File: config.mk
export PLATFORM = sky130hd
export DESIGN_NAME = facto_sched
export DESIGN_NICKNAME = d
export VERILOG_FILES = /design/src/rtl/facto_sched_pkg.sv /design/src/rtl/facto_sched_rr_arb2.sv /design/src/rtl/facto_sched.sv
export SDC_FILE = /design/constraint.sdc
export NUM_CORES = 1
export LEC_CHECK = 0
export CAP_MARGIN = 20
export CORE_AREA = 3 3 157 159
export DETAILED_ROUTE_END_ITERATION = 8
export DIE_AREA = 0 0 160 162
export MAX_ROUTING_LAYER = met4
export PLACE_DENSITY = 0.84
export SLEW_MARGIN = 20
export SYNTH_ARGS = -nofsm -noshare
export SYNTH_HDL_FRONTEND = slang
export SYNTH_SLANG_ARGS = --single-unit
File: constraint.sdc
create_clock -name clk -period 7.9 [get_ports clk]
set_input_delay 0.79 -clock clk [delete_from_list [all_inputs] [get_ports clk]]
set_output_delay 0.79 -clock clk [all_outputs]
set_load 0.005 [all_outputs]
File: src/rtl/facto_sched_pkg.sv
// Shared types and constants for the factorial-core job scheduler.
package facto_sched_pkg;

    localparam int DATA_W = 64;

    // Core register offsets, added to the instance base address
    localparam logic [15:0] OFF_OPSTART  = 16'h0000;
    localparam logic [15:0] OFF_OPCLEAR  = 16'h0008;
    localparam logic [15:0] OFF_OPDONE   = 16'h0010;
    localparam logic [15:0] OFF_INTREN   = 16'h0018;
    localparam logic [15:0] OFF_OPERAND  = 16'h0020;
    localparam logic [15:0] OFF_RESULT_H = 16'h0028;
    localparam logic [15:0] OFF_RESULT_L = 16'h0030;

    typedef enum logic [3:0] {
        S_IDLE,
        S_CLR_HI,
        S_CLR_LO,
        S_INTR,
        S_OPND,
        S_START,
        S_WAIT,
        S_RD_H,
        S_RD_L,
        S_DONE
    } state_t;

endpackage

File: src/rtl/facto_sched_rr_arb2.sv
// Two-way round-robin arbiter: the pointer favours the requester not
// granted last; the pointer only advances when a grant is taken.
module facto_rr_arb2 (
    input  logic       clk,
    input  logic       reset,
    input  logic [1:0] req,
    input  logic       take,
    output logic       grant,
    output logic       valid
);

    logic ptr_q;

    // Pointer wins a tie; otherwise whichever requester is active
    always_comb begin
        valid = |req;
        grant = req[ptr_q] ? ptr_q : ~ptr_q;
    end

    // Move the pointer past the requester that was just served
    always_ff @(posedge clk or posedge reset) begin
        if (reset) begin
            ptr_q <= 1'b0;
        end else if (take && valid) begin
            ptr_q <= ~grant;
        end
    end

endmodule

File: src/rtl/facto_sched.sv
// Factorial-core job scheduler: arbitrates two requesters, drives the core
// register bus through clear/setup/start/wait/readback, returns the result.
// Optional macro FACTO_SCHED_INTR_EN: wait for m_intr instead of polling opdone.
module facto_sched
    import facto_sched_pkg::*;
#(
    parameter logic [15:0] BASE_ADDR   = 16'h7000,
    parameter int          TIMEOUT_CYC = 1024
) (
    input  logic              clk,
    input  logic              reset,
    input  logic [1:0]        req,
    input  logic [DATA_W-1:0] op0,
    input  logic [DATA_W-1:0] op1,
    output logic [1:0]        ack,
    output logic [DATA_W-1:0] res_h,
    output logic [DATA_W-1:0] res_l,
    output logic              err,
    output logic              busy,
    output logic              m_sel,
    output logic              m_wr,
    output logic [15:0]       m_addr,
    output logic [DATA_W-1:0] m_wdata,
    input  logic [DATA_W-1:0] m_rdata,
    input  logic              m_intr
);

    localparam int TW = $clog2(TIMEOUT_CYC + 1);

`ifdef FACTO_SCHED_INTR_EN
    localparam logic [DATA_W-1:0] INTREN_VAL = 64'd1;
`else
    localparam logic [DATA_W-1:0] INTREN_VAL = 64'd0;
`endif

    state_t            state, state_nxt;
    logic [DATA_W-1:0] opnd_q;
    logic              gnt_q;
    logic              phase_q;
    logic              tout_q;
    logic [TW-1:0]     tcnt_q;
    logic              arb_grant, arb_valid;
    logic              done_seen, tout_hit;

    facto_rr_arb2 u_arb (
        .clk   (clk),
        .reset (reset),
        .req   (req),
        .take  (state == S_IDLE),
        .grant (arb_grant),
        .valid (arb_valid)
    );

    // Completion detect and timeout detect for the WAIT state
    always_comb begin
`ifdef FACTO_SCHED_INTR_EN
        done_seen = m_intr;
`else
        done_seen = phase_q & m_rdata[0];
`endif
        tout_hit = (tcnt_q == TW'(TIMEOUT_CYC - 1));
    end

    // State register
    always_ff @(posedge clk or posedge reset) begin
        if (reset) begin
            state <= S_IDLE;
        end else begin
            state <= state_nxt;
        end
    end

    // Next-state and bus/handshake outputs
    always_comb begin
        state_nxt = state;
        m_sel     = 1'b0;
        m_wr      = 1'b0;
        m_addr    = '0;
        m_wdata   = '0;
        ack       = '0;
        busy      = (state != S_IDLE);
        unique case (state)
            S_IDLE: begin
                if (arb_valid) state_nxt = S_CLR_HI;
            end
            S_CLR_HI: begin
                m_sel = 1'b1; m_wr = 1'b1;
                m_addr = BASE_ADDR + OFF_OPCLEAR; m_wdata = 64'd1;
                state_nxt = S_CLR_LO;
            end
            S_CLR_LO: begin
                m_sel = 1'b1; m_wr = 1'b1;
                m_addr = BASE_ADDR + OFF_OPCLEAR; m_wdata = 64'd0;
                // The clear pair also serves the timeout abort path
                state_nxt = tout_q ? S_DONE : S_INTR;
            end
            S_INTR: begin
                m_sel = 1'b1; m_wr = 1'b1;
                m_addr = BASE_ADDR + OFF_INTREN; m_wdata = INTREN_VAL;
                state_nxt = S_OPND;
            end
            S_OPND: begin
                m_sel = 1'b1; m_wr = 1'b1;
                m_addr = BASE_ADDR + OFF_OPERAND; m_wdata = opnd_q;
                state_nxt = S_START;
            end
            S_START: begin
                m_sel = 1'b1; m_wr = 1'b1;
                m_addr = BASE_ADDR + OFF_OPSTART; m_wdata = 64'd1;
                state_nxt = S_WAIT;
            end
            S_WAIT: begin
`ifndef FACTO_SCHED_INTR_EN
                m_sel  = 1'b1;
                m_addr = BASE_ADDR + OFF_OPDONE;
`endif
                if (done_seen)     state_nxt = S_RD_H;
                else if (tout_hit) state_nxt = S_CLR_HI;
            end
            S_RD_H: begin
                m_sel  = 1'b1;
                m_addr = BASE_ADDR + OFF_RESULT_H;
                if (phase_q) state_nxt = S_RD_L;
            end
            S_RD_L: begin
                m_sel  = 1'b1;
                m_addr = BASE_ADDR + OFF_RESULT_L;
                if (phase_q) state_nxt = S_DONE;
            end
            S_DONE: begin
                ack       = gnt_q ? 2'b10 : 2'b01;
                state_nxt = S_IDLE;
            end
            default: state_nxt = S_IDLE;
        endcase
    end

    // Job context, two-cycle read phase, timeout counter and result capture
    always_ff @(posedge clk or posedge reset) begin
        if (reset) begin
            opnd_q  <= '0;
            gnt_q   <= 1'b0;
            phase_q <= 1'b0;
            tout_q  <= 1'b0;
            tcnt_q  <= '0;
            res_h   <= '0;
            res_l   <= '0;
            err     <= 1'b0;
        end else begin
            unique case (state)
                S_IDLE: begin
                    if (arb_valid) begin
                        opnd_q  <= arb_grant ? op1 : op0;
                        gnt_q   <= arb_grant;
                        tout_q  <= 1'b0;
                        err     <= 1'b0;
                        phase_q <= 1'b0;
                    end
                end
                S_START: begin
                    tcnt_q  <= '0;
                    phase_q <= 1'b0;
                end
                S_WAIT: begin
                    tcnt_q  <= tcnt_q + TW'(1);
                    phase_q <= (done_seen || tout_hit) ? 1'b0 : ~phase_q;
                    if (!done_seen && tout_hit) begin
                        tout_q <= 1'b1;
                        err    <= 1'b1;
                        res_h  <= '0;
                        res_l  <= '0;
                    end
                end
                S_RD_H: begin
                    phase_q <= ~phase_q;
                    if (phase_q) res_h <= m_rdata;
                end
                S_RD_L: begin
                    phase_q <= ~phase_q;
                    if (phase_q) res_l <= m_rdata;
                end
                default: ;
            endcase
        end
    end

endmodule

==> results.ini <==
[sta]
fin_crit_sh=0.468
setup_violations=0
rsz0062_at_grt=no
slew_violations=0
hold_viol=0
max_freq_mhz=270
fin_crit_ns=3.70
worstMarginPinSlew_ns=1.07
slew_headroom=0.289
setup_tns_ns=0
skew_ns=0.0114

[floorplanning]
rows=56
die_width_um=160
io_pins=411
die_y_um=162
die-area_um2=25900
start_util=0.393
core_region_area_um2=23400

[worst_hold_path]
holdPathStages=2
min_from=opnd_q[55]$_DFFE_PP0P_
min_to=opnd_q[55]$_DFFE_PP0P_
hp-class=reg -> reg

[global_routing]
grt_max_degree=138
grt_pass1_wl_um=48200
grt_pass1_vias=8237
overflow=0
antenna_found_initial=6
track_usage=0.241

[setup_path]
endpoint_kind=output port
critical_path.cell_chain=nor2b_4, buf_4, and3_1, clkdlybuf4s50_1
rr_startpoint=state[3]$_DFFE_PP0P_
critPathMaxStageDelay_ns=0.68
worstPathArrival_ns=2.91
cp_slowest_cell=dfrtp_1
r2r_cells=6
criticalPathCategory=reg -> out
critPathLaunch=state[2]$_DFFE_PP0P_
worstSetupStartpointType=register
cp.depth=4
reg2reg_slack_ns=4.96
cp_max_fo=52
critPathRequiredTime_ns=7.11
path_buf_inv=2
crit_family=buffers and inverters
r2r_end=opnd_q[54]$_DFFE_PP0P_

[job]
cap_violations=0

[finish]
fin_nets=1358
final_layout_size_suffix_gt1_frac=0.0518
regArea_um2=5280
nFillCells=1846
areaGrowthSynthToFinish_pct=53.1
multi_input_area_um2=3500

[cts]
ctsHoldBuffers=0
htree_levels=1
cts_tree=yes
cts_made_buffers=24
clock-sinks=211
ctsResizeCount=0
cts_root_buf=clkbuf_16
clk_path_buf_depth=3
clk_latency_ns=0.52
postCtsSetupBuffers=0
path_clk_slew_ns=0.06

[route]
first_pass_iters=5
wl_per_cell_um=21.5
viasPerCell=5.39
ant_nets=0
drc=0
drt_iter0_markers=567
wl_um=32300
num_vias=8090

[synth]
synthArstFlopShare=1.00
syn_area_um2=9200
synth_seq_cells=211
ys_warn_count=0
ys_types=44
avgSynthCellArea_um2=11.5
yosysSeqAreaShare=0.574
syn_inst=803
synth-edff-count=0
synth-main-ff-cell=dfrtp_1

[outcome]
run_status=finished, final reports clean

[power]
finalPower_mw=4.79
leakage_nw=6.52
power_density_nw_per_um2=340
vdd_drop_max_mv=0.182

[placement]
place.gp.congestion=0.841
port_buffers=399
dp_hpwl_um=22300

[state kept, by name, indices dropped and copies added, names as in the netlist]
signal and count:
opnd_q 64, res_h 64, res_l 64, tcnt_q 11
state 4, gnt_q 1, phase_q 1, tout_q 1
u_arb.ptr_q 1
[worst register-to-register path: cells and delay by family (launching register included)]
kind                   cells  cell delay (ns)
DFF                        1             0.75
AOI/OAI and AO/OA          1             0.25
and+or+nand+nor            2             0.65
buffers and inverters      3             1.15
[cell usage after synthesis (2+ instances only)]
library cell | n | area share
dfrtp_1 | 211 | 0.57
a22o_1 | 129 | 0.12
o21ai_0 | 87 | 0.047
nand2_1 | 78 | 0.032
and3_1 | 66 | 0.045
mux2i_1 | 65 | 0.071
clkbuf_1 | 39 | 0.016
buf_4 | 20 | 0.016
buf_2 | 16 | 0.0087
nor2_1 | 9 | 0.0037
a21oi_1 | 8 | 0.0044
a31oi_1 | 7 | 0.0048
buf_6 | 7 | 0.0086
nor2b_1 | 7 | 0.0048
buf_1 | 6 | 0.0024
nand3_1 | 5 | 0.0027
nand2b_1 | 4 | 0.0027
o31ai_1 | 4 | 0.0033
and4_1 | 3 | 0.0029
nand4_1 | 3 | 0.0020
xnor2_1 | 3 | 0.0029
and2_1 | 2 | 0.0014
inv_1 | 2 | 0.00082
nor3_1 | 2 | 0.0011
[per-layer routing]
| metal | share of wire | GRT usage | routed length, um | vias up |
|---|---|---|---|---|
| li1 | - | - | - | 3647 |
| met1 | 0.38 | 0.287 | 12300 | 3990 |
| met2 | 0.49 | 0.394 | 16000 | 397 |
| met3 | 0.097 | 0.0737 | 3130 | 56 |
| met4 | 0.028 | 0.0805 | 905 | 0 |
| met5 | 0 | - | 0 | - |
[area by class of cell]
| cell class | count | share of cell area |
|---|---|---|
| clock inverters | 16 | 0.0123 |
| repair buffers | 410 | 0.290 |
| well taps | 319 | 0.0283 |
| multi-input cells | 511 | 0.249 |
| inverters | 2 | 0.00107 |
| diodes | 5 | 0.000888 |
| clock buffers | 28 | 0.0444 |
| flip-flops and latches | 211 | 0.375 |
[worst max-delay path by stage]
| stage | to | slack [ns] |
|---|---|---|
| after floorplan | gnt_q$_DFFE_PP0P_ | 1.34 |
| after global placement | opnd_q[47]$_DFFE_PP0P_ | 4.31 |
| after detailed placement | opnd_q[54]$_DFFE_PP0P_ | 4.23 |
| after CTS | m_wdata[52] | 4.23 |
| after global routing | m_wdata[46] | 4.07 |
| final | m_wdata[45] | 4.20 |
[cell families after synthesis]
family | share of synthesized area
flops | 0.574
fa+ha+maj | 0.00136
simple gates | 0.106
mux | 0.0719
xor+xnor | 0.00381
other cells | 0.000407
compound gates | 0.190
buf+inv | 0.0527
[layout by cell type, fill, tap and decap left out, types with 5 or more instances in the layout]
cell type          n
a21oi_1            8
a22o_1           129
a31oi_1            7
and3_1            65
buf_4             10
clkbuf_16         24
clkdlybuf4s50_1  399
clkinvlp_4         5
conb_1            10
dfrtp_1          211
diode_2            5
mux2i_1           64
nand2_1           78
nand3_1            5
nor2_1             8
nor2b_1            6
o21ai_0           86
[power by group]
group          switching (mW)  leakage [nW]  internal [mW]  total, mW
combinational           0.808          3.51           1.07       1.88
sequential              0.293          2.64           1.50       1.79
clock                   0.473         0.376          0.644       1.12
total                    1.57          6.52           3.22       4.79
[stage by stage]
step	cell area, um2	std cells	hold slack [ns]	worst slack, ns	utilization
global route	14100	1502	0.498	4.07	0.602
finish	14100	1502	0.474	4.20	0.602
global placement	13300	1452	0.453	4.31	0.567
detailed placement	13300	1452	0.462	4.23	0.567
floorplan	9240	812	0.438	1.34	-
CTS	14100	1496	0.476	4.23	0.601
(Power assumes the default switching activity.)
==> patch 1, RTL diff (same settings) <==
The option `FACTO_SCHED_INTR_EN` is turned on by a define.
--- a/src/rtl/facto_sched.sv
+++ b/src/rtl/facto_sched.sv
@@ -2,4 +2,6 @@
 // register bus through clear/setup/start/wait/readback, returns the result.
 // Optional macro FACTO_SCHED_INTR_EN: wait for m_intr instead of polling opdone.
+`define FACTO_SCHED_INTR_EN
+
 module facto_sched
     import facto_sched_pkg::*;
Behaviour: not the same (a bounded check fails within 4 cycles, from zero or initial values and one cycle with reset high).
==> patch 1 against the original RTL <==
  * Sequential cell count unchanged
  * Worst setup slack improved by 0.048 ns
  * Clock skew increased by 0.0011 ns
  * Hold slack about the same
  * Core utilization increased by 0.30 points
  * First-iteration DRC count increased by 0.88%
  * Total power decreased by 5.8%
  * Final area increased by 0.50%
  * Non-clock buffer count decreased by 1
  * Sequential share of layout area decreased by 0.19 points
  * Area after synthesis increased by 0.31%
  * Sequential power decreased by 5%
  * Routed wire length decreased by 2.2%
  * Final cell count decreased by 0.27%
  * Highest routed layer unchanged
==> patch 1: results (changes against the original RTL) <==
| Metric | Value |
|---|---|
| Sequential cell area fraction in the yosys report | 0.5719 (-0.001788) |
| CTS Buf Count | 24 (unchanged) |
| Status | complete, no violations |
| # Post-CTS Setup Buffers | 0 (unchanged) |
| Crit Path Max Fanout | 67 (+29%) |
| Post-DR wirelength/cell | 21.10 um (-1.9%) |
| Leakage power | 6.536 nW (+0.26%) |
| Critical path arrival | 2.86 ns (-0.05 ns) |
| Ys Warns | 0 (unchanged) |
| Port bufs | 400 (+0.25%) |
| Clk pin slew, worst setup/hold paths | 0.06 ns (about the same) |
| Aggregate global-route resource usage | 0.2391 (-0.002349) |
| H-tree depth | 1 (unchanged) |
| Least-Margin Pin Slew | 1.030 ns (-0.03649 ns) |
| Vias in the first global route | 8356 (+1.4%) |
| Distinct cells, synth | 48 (+9.1%) |
| Inst Count DP | 1452 (unchanged) |
| Largest net degree at the start of global routing | 147 (+6.5%) |
| Router iterations before antenna repair | 5 (unchanged) |
| Clock Root Buffer | clkbuf_16 |
| Final wirelength | 31.60 mm (-2.2%) |
| Largest regs | opnd_q x64, res_h x64, res_l x64 |
| Post-synth top flop | dfrtp_1 |
| DRT iter0 DRCs | 572 (+0.88%) |
| Initial antenna violation count | 3 (-3) |
| Routed vias | 8054 (-0.44%) |
| Hold Path Class | reg -> reg |
| Layout cells sized above 1 | 0.05697 (+0.005190) |
| Top cells by area, synth | dfrtp_1 57%, a22o_1 12%, mux2i_1 7.7%, and3_1 4.5%, o21ai_0 4.1% |
| Placer Congestion | 0.8536 (+1.5%) |
| Worst vdd ir | 0.1901 mV (+4.3%) |
| Later-pin clock latency in the skew report | 0.52 ns (about the same) |
| Worst Skew | 0.01247 ns (+0.001058 ns) |
| First-pass GRT wire length | 47.96 mm (-0.40%) |
| Final HPWL DP | 21.75 mm (-2.7%) |
| Clk buf depth | 3 (unchanged) |
| Mapped Cells | 795 (-1.0%) |
| Commonest cells in the netlist | 211 x dfrtp_1, 130 x a22o_1, 82 x nand2_1 |
| Post-cts sizing count | 0 (unchanged) |
| Layout Nets | 1357 (-0.074%) |
| Asr flop ratio synth | 1.000 (unchanged) |
patch 1: critical path: stages (launching register included):
cell             delay (ns)
dfrtp_1                0.65
nor2b_4                0.24
buf_4                  0.51
o21ai_0                0.17
o21ai_0                0.20
clkdlybuf4s50_1        0.58
patch 1: power breakdown:
group | internal [mW] | total (mW) | switching (mW)
Combinational | 0.926 | 1.68 | 0.753
Clock | 0.683 | 1.14 | 0.458
Sequential | 1.44 | 1.70 | 0.256
Total | 3.05 | 4.52 | 1.47
patch 1: cells by family (layout without fill, tap and decap cells):
group           after synthesis  after routing  synth area share
compound gates              230            230            0.1842
xor+xnor                      1              1         0.0009488
fa+ha+maj                     1              1          0.001355
buf+inv                      86            458           0.05367
flops                       211            211            0.5719
mux                          74             74           0.08063
other cells                   1             13         0.0004062
simple gates                191            191            0.1069
patch 1: final timing paths:
kind	start	to	slack [ns]	cells after the start
min in group asynchronous	reset	res_h[0]$_DFFE_PP0P_	0.86	2
worst min-delay path	opnd_q[1]$_DFFE_PP0P_	opnd_q[1]$_DFFE_PP0P_	0.47	2
worst min register to register	opnd_q[1]$_DFFE_PP0P_	opnd_q[1]$_DFFE_PP0P_	0.47	2
worst max register to register	state[1]$_DFFE_PP0P_	res_l[33]$_DFFE_PP0P_	4.81	7
worst max-delay path	state[2]$_DFFE_PP0P_	m_addr[5]	4.25	5
max in group asynchronous	reset	opnd_q[57]$_DFFE_PP0P_	5.44	3
patch 1: per-layer routing:
layer,vias up,GRT usage,part of all wire
met5,-,-,0
met4,0,0.09191,0.038
met3,75,0.07243,0.094
met2,411,0.3895,0.49
met1,3948,0.2803,0.38
li1,3620,-,-
patch 1: stage by stage:
stage,utilization,setup WS [ns],instance area (um2)
2_1_floorplan,-,1.344,9266
3_3_place_gp,0.5692,4.651,13320
3_5_place_dp,0.5692,4.573,13320
4_1_cts,0.6047,4.149,14150
5_1_grt,0.6050,4.088,14160
6_report,0.6050,4.249,14160
patch 1: cell type report:
cell class / instances / area [um2]
multi-input cells: 507 / 3541
well taps: 319 / 399.1
fillers: 1885 / 9244
diodes: 3 / 7.507
inverters: 6 / 30.03
repair buffers: 409 / 4071
flip-flops and latches: 211 / 5280
clock inverters: 12 / 142.6
clock buffers: 31 / 686.9
==> patch 2, RTL diff (same flow settings) <==
Without the edit above. Register the output `err` once more, with the module's reset; this adds one clock of latency there. The other outputs are not delayed to match.
--- a/src/rtl/facto_sched.sv
+++ b/src/rtl/facto_sched.sv
@@ -27,4 +27,6 @@
 
     localparam int TW = $clog2(TIMEOUT_CYC + 1);
+
+    logic err_s0;
 
 `ifdef FACTO_SCHED_INTR_EN
@@ -146,5 +148,5 @@
             res_h   <= '0;
             res_l   <= '0;
-            err     <= 1'b0;
+            err_s0  <= 1'b0;
         end else begin
             unique case (state)
@@ -154,5 +156,5 @@
                         gnt_q   <= arb_grant;
                         tout_q  <= 1'b0;
-                        err     <= 1'b0;
+                        err_s0  <= 1'b0;
                         phase_q <= 1'b0;
                     end
@@ -167,5 +169,5 @@
                     if (!done_seen && tout_hit) begin
                         tout_q <= 1'b1;
-                        err    <= 1'b1;
+                        err_s0 <= 1'b1;
                         res_h  <= '0;
                         res_l  <= '0;
@@ -185,4 +187,12 @@
     end
 
+    always_ff @(posedge clk or posedge reset) begin
+        if (reset) begin
+            err <= '0;
+        end else begin
+            err <= err_s0;
+        end
+    end
+
 endmodule
 
Function: no difference found for any inputs over 10 cycles, from zero or initial values and one cycle with reset high; that may be too few to reach the edited logic, so the function may still have changed.
==> patch 2 against the original RTL <==
  * Global-route usage rose by 0.069 points
  * Combinational power is essentially flat
  * First-iteration DRC count rose by 11%
  * Worst setup slack got worse by 0.015 ns
  * Area after synthesis rose by 0.27%
  * Final cell count fell by 0.47%
  * Sequential cell count increased by 1
  * Synthesized cell count increased by 0.12%
  * Largest power group unchanged
  * Final area down 0.11%
  * Hold slack got worse by 0.0023 ns
  * Total power is 0.54% lower
  * Routed wire length down 0.92%
==> patch 2: results (changes against the original RTL) <==
| Metric | Value |
|---|---|
| Critical path arrival | 2.92 ns (about the same) |
| Sequential cell area fraction in the yosys report | 0.5748 (+0.001156) |
| H-tree depth | 1 (unchanged) |
| Initial antenna violation count | 3 (-3) |
| # Post-CTS Setup Buffers | 0 (unchanged) |
| XOR/XNOR Fraction of Synth Area | 0.003796 (-0.00001032) |
| Largest family of logic cells by synthesized area | compound AO/OA/AOI/OAI gates |
| DRT iter0 DRCs | 628 (+11%) |
| Clock Root Buffer | clkbuf_16 |
| Worst vdd ir | 0.2156 mV (+18%) |
| First-pass GRT wire length | 48.53 mm (+0.79%) |
| Layout cells sized above 1 | 0.04770 (-0.004083) |
| Aggregate global-route resource usage | 0.2421 (+0.0006914) |
| Ys Warns | 0 (unchanged) |
| Commonest cells in the netlist | 212 x dfrtp_1, 129 x a22o_1, 87 x o21ai_0 |
| Top cells by area, synth | dfrtp_1 57%, a22o_1 12%, mux2i_1 7.0%, o21ai_0 4.7%, and3_1 4.5% |
| Asr flop ratio synth | 1.000 (unchanged) |
| Placer Congestion | 0.8715 (+3.6%) |
| Clk pin slew, worst setup/hold paths | 0.05 ns |
| Setup violations, final | 0 (unchanged) |
| Post-cts sizing count | 0 (unchanged) |
| Vias/cell | 5.364 (-0.41%) |
| Largest area contributor in the netlist | dfrtp_1 |
| Later-pin clock latency in the skew report | 0.51 ns |
| Clk buf depth | 3 (unchanged) |
| Number of synthesized flops with an enable pin | 0 (unchanged) |
| Leakage power | 6.530 nW (+0.17%) |
| Crit Path Max Fanout | 46 (-12%) |
| Distinct cells, synth | 44 (unchanged) |
| Compound-Gate Fraction of Synth Area | 0.1894 (-0.0005149) |
| Port bufs | 399 (unchanged) |
| Final wirelength | 32.00 mm (-0.92%) |
| Mux contribution to synthesized area | 0.07172 (-0.0001950) |
| Worst Skew | 0.01126 ns (-0.0001552 ns) |
| Least-Margin Pin Slew | 0.9681 ns (-0.09841 ns) |
| Router iterations before antenna repair | 5 (unchanged) |
| Vias in the first global route | 8241 (+0.049%) |
| Largest net degree at the start of global routing | 144 (+4.3%) |
| Final HPWL DP | 22.20 mm (-0.67%) |
| Status | complete, no violations |
| Largest regs | opnd_q x64, res_h x64, res_l x64 |
| CTS Buf Count | 24 (unchanged) |
| Fraction of the mapped netlist area in adder cells | 0.001356 (-0.000003686) |
| Hold Path Class | reg -> reg |
| Layout Nets | 1359 (+0.074%) |
-- patch 2: final cells by class --
type / count / area, um2
Clock inverter: 6 / 66.31
Inverter: 2 / 15.01
Clock buffer: 33 / 705.7
Tap cell: 319 / 399.1
Sequential cell: 212 / 5305
Antenna cell: 2 / 5.005
Fill cell: 1841 / 9329
Multi-Input combinational cell: 511 / 3503
Timing Repair Buffer: 410 / 4074
-- patch 2: worst max-delay path, stage by stage (launching register included) --
cell and delay (ns):
dfrtp_1 0.62, nor2_4 0.49, buf_4 0.46, nand2_1 0.11, o21ai_0 0.14, clkdlybuf4s50_1 0.59
-- patch 2: routing by layer --
layer | vias to the layer above | routed length, um | GRT usage
li1 | 3625 | - | -
met1 | 3961 | 12090 | 0.2797
met2 | 380 | 15710 | 0.3971
met3 | 53 | 3179 | 0.08850
met4 | 0 | 1023 | 0.07456
met5 | - | 0 | -
-- patch 2: worst paths after layout --
check,cells after the start,startpoint,to,slack [ns]
worst min register to register,2,opnd_q[33]$_DFFE_PP0P_,opnd_q[33]$_DFFE_PP0P_,0.47
worst min-delay path,2,opnd_q[33]$_DFFE_PP0P_,opnd_q[33]$_DFFE_PP0P_,0.47
worst max-delay path,5,state[0]$_DFFE_PP0P_,m_addr[4],4.19
min in group asynchronous,2,reset,res_h[7]$_DFFE_PP0P_,0.89
max in group asynchronous,3,reset,opnd_q[46]$_DFFE_PP0P_,5.52
worst max register to register,5,state[0]$_DFFE_PP0P_,opnd_q[47]$_DFFE_PP0P_,4.99
-- patch 2: logic make-up (layout without fill, tap and decap cells) --
family,Yosys count,count (layout)
flip-flops,212,212
AO/OA/AOI/OAI,243,243
buffers and inverters,90,451
XOR/XNOR,4,4
adder cells (fa/ha/maj),1,1
AND/OR/NAND/NOR,187,187
multiplexers,66,66
other,1,12
-- patch 2: stage by stage --
step	worst slack (ns)	cells	instance area, um2
global route	3.990	1495	14070
finish	4.185	1495	14070
global placement	4.509	1453	13290
floorplan	1.316	813	9263
detailed placement	4.470	1453	13290
CTS	4.171	1492	14060
-- patch 2: power by group --
group	total, mW	leakage (nW)	internal [mW]	switching (mW)
clock	1.09	0.376	0.653	0.439
combinational	1.88	3.50	1.07	0.812
sequential	1.79	2.65	1.51	0.286
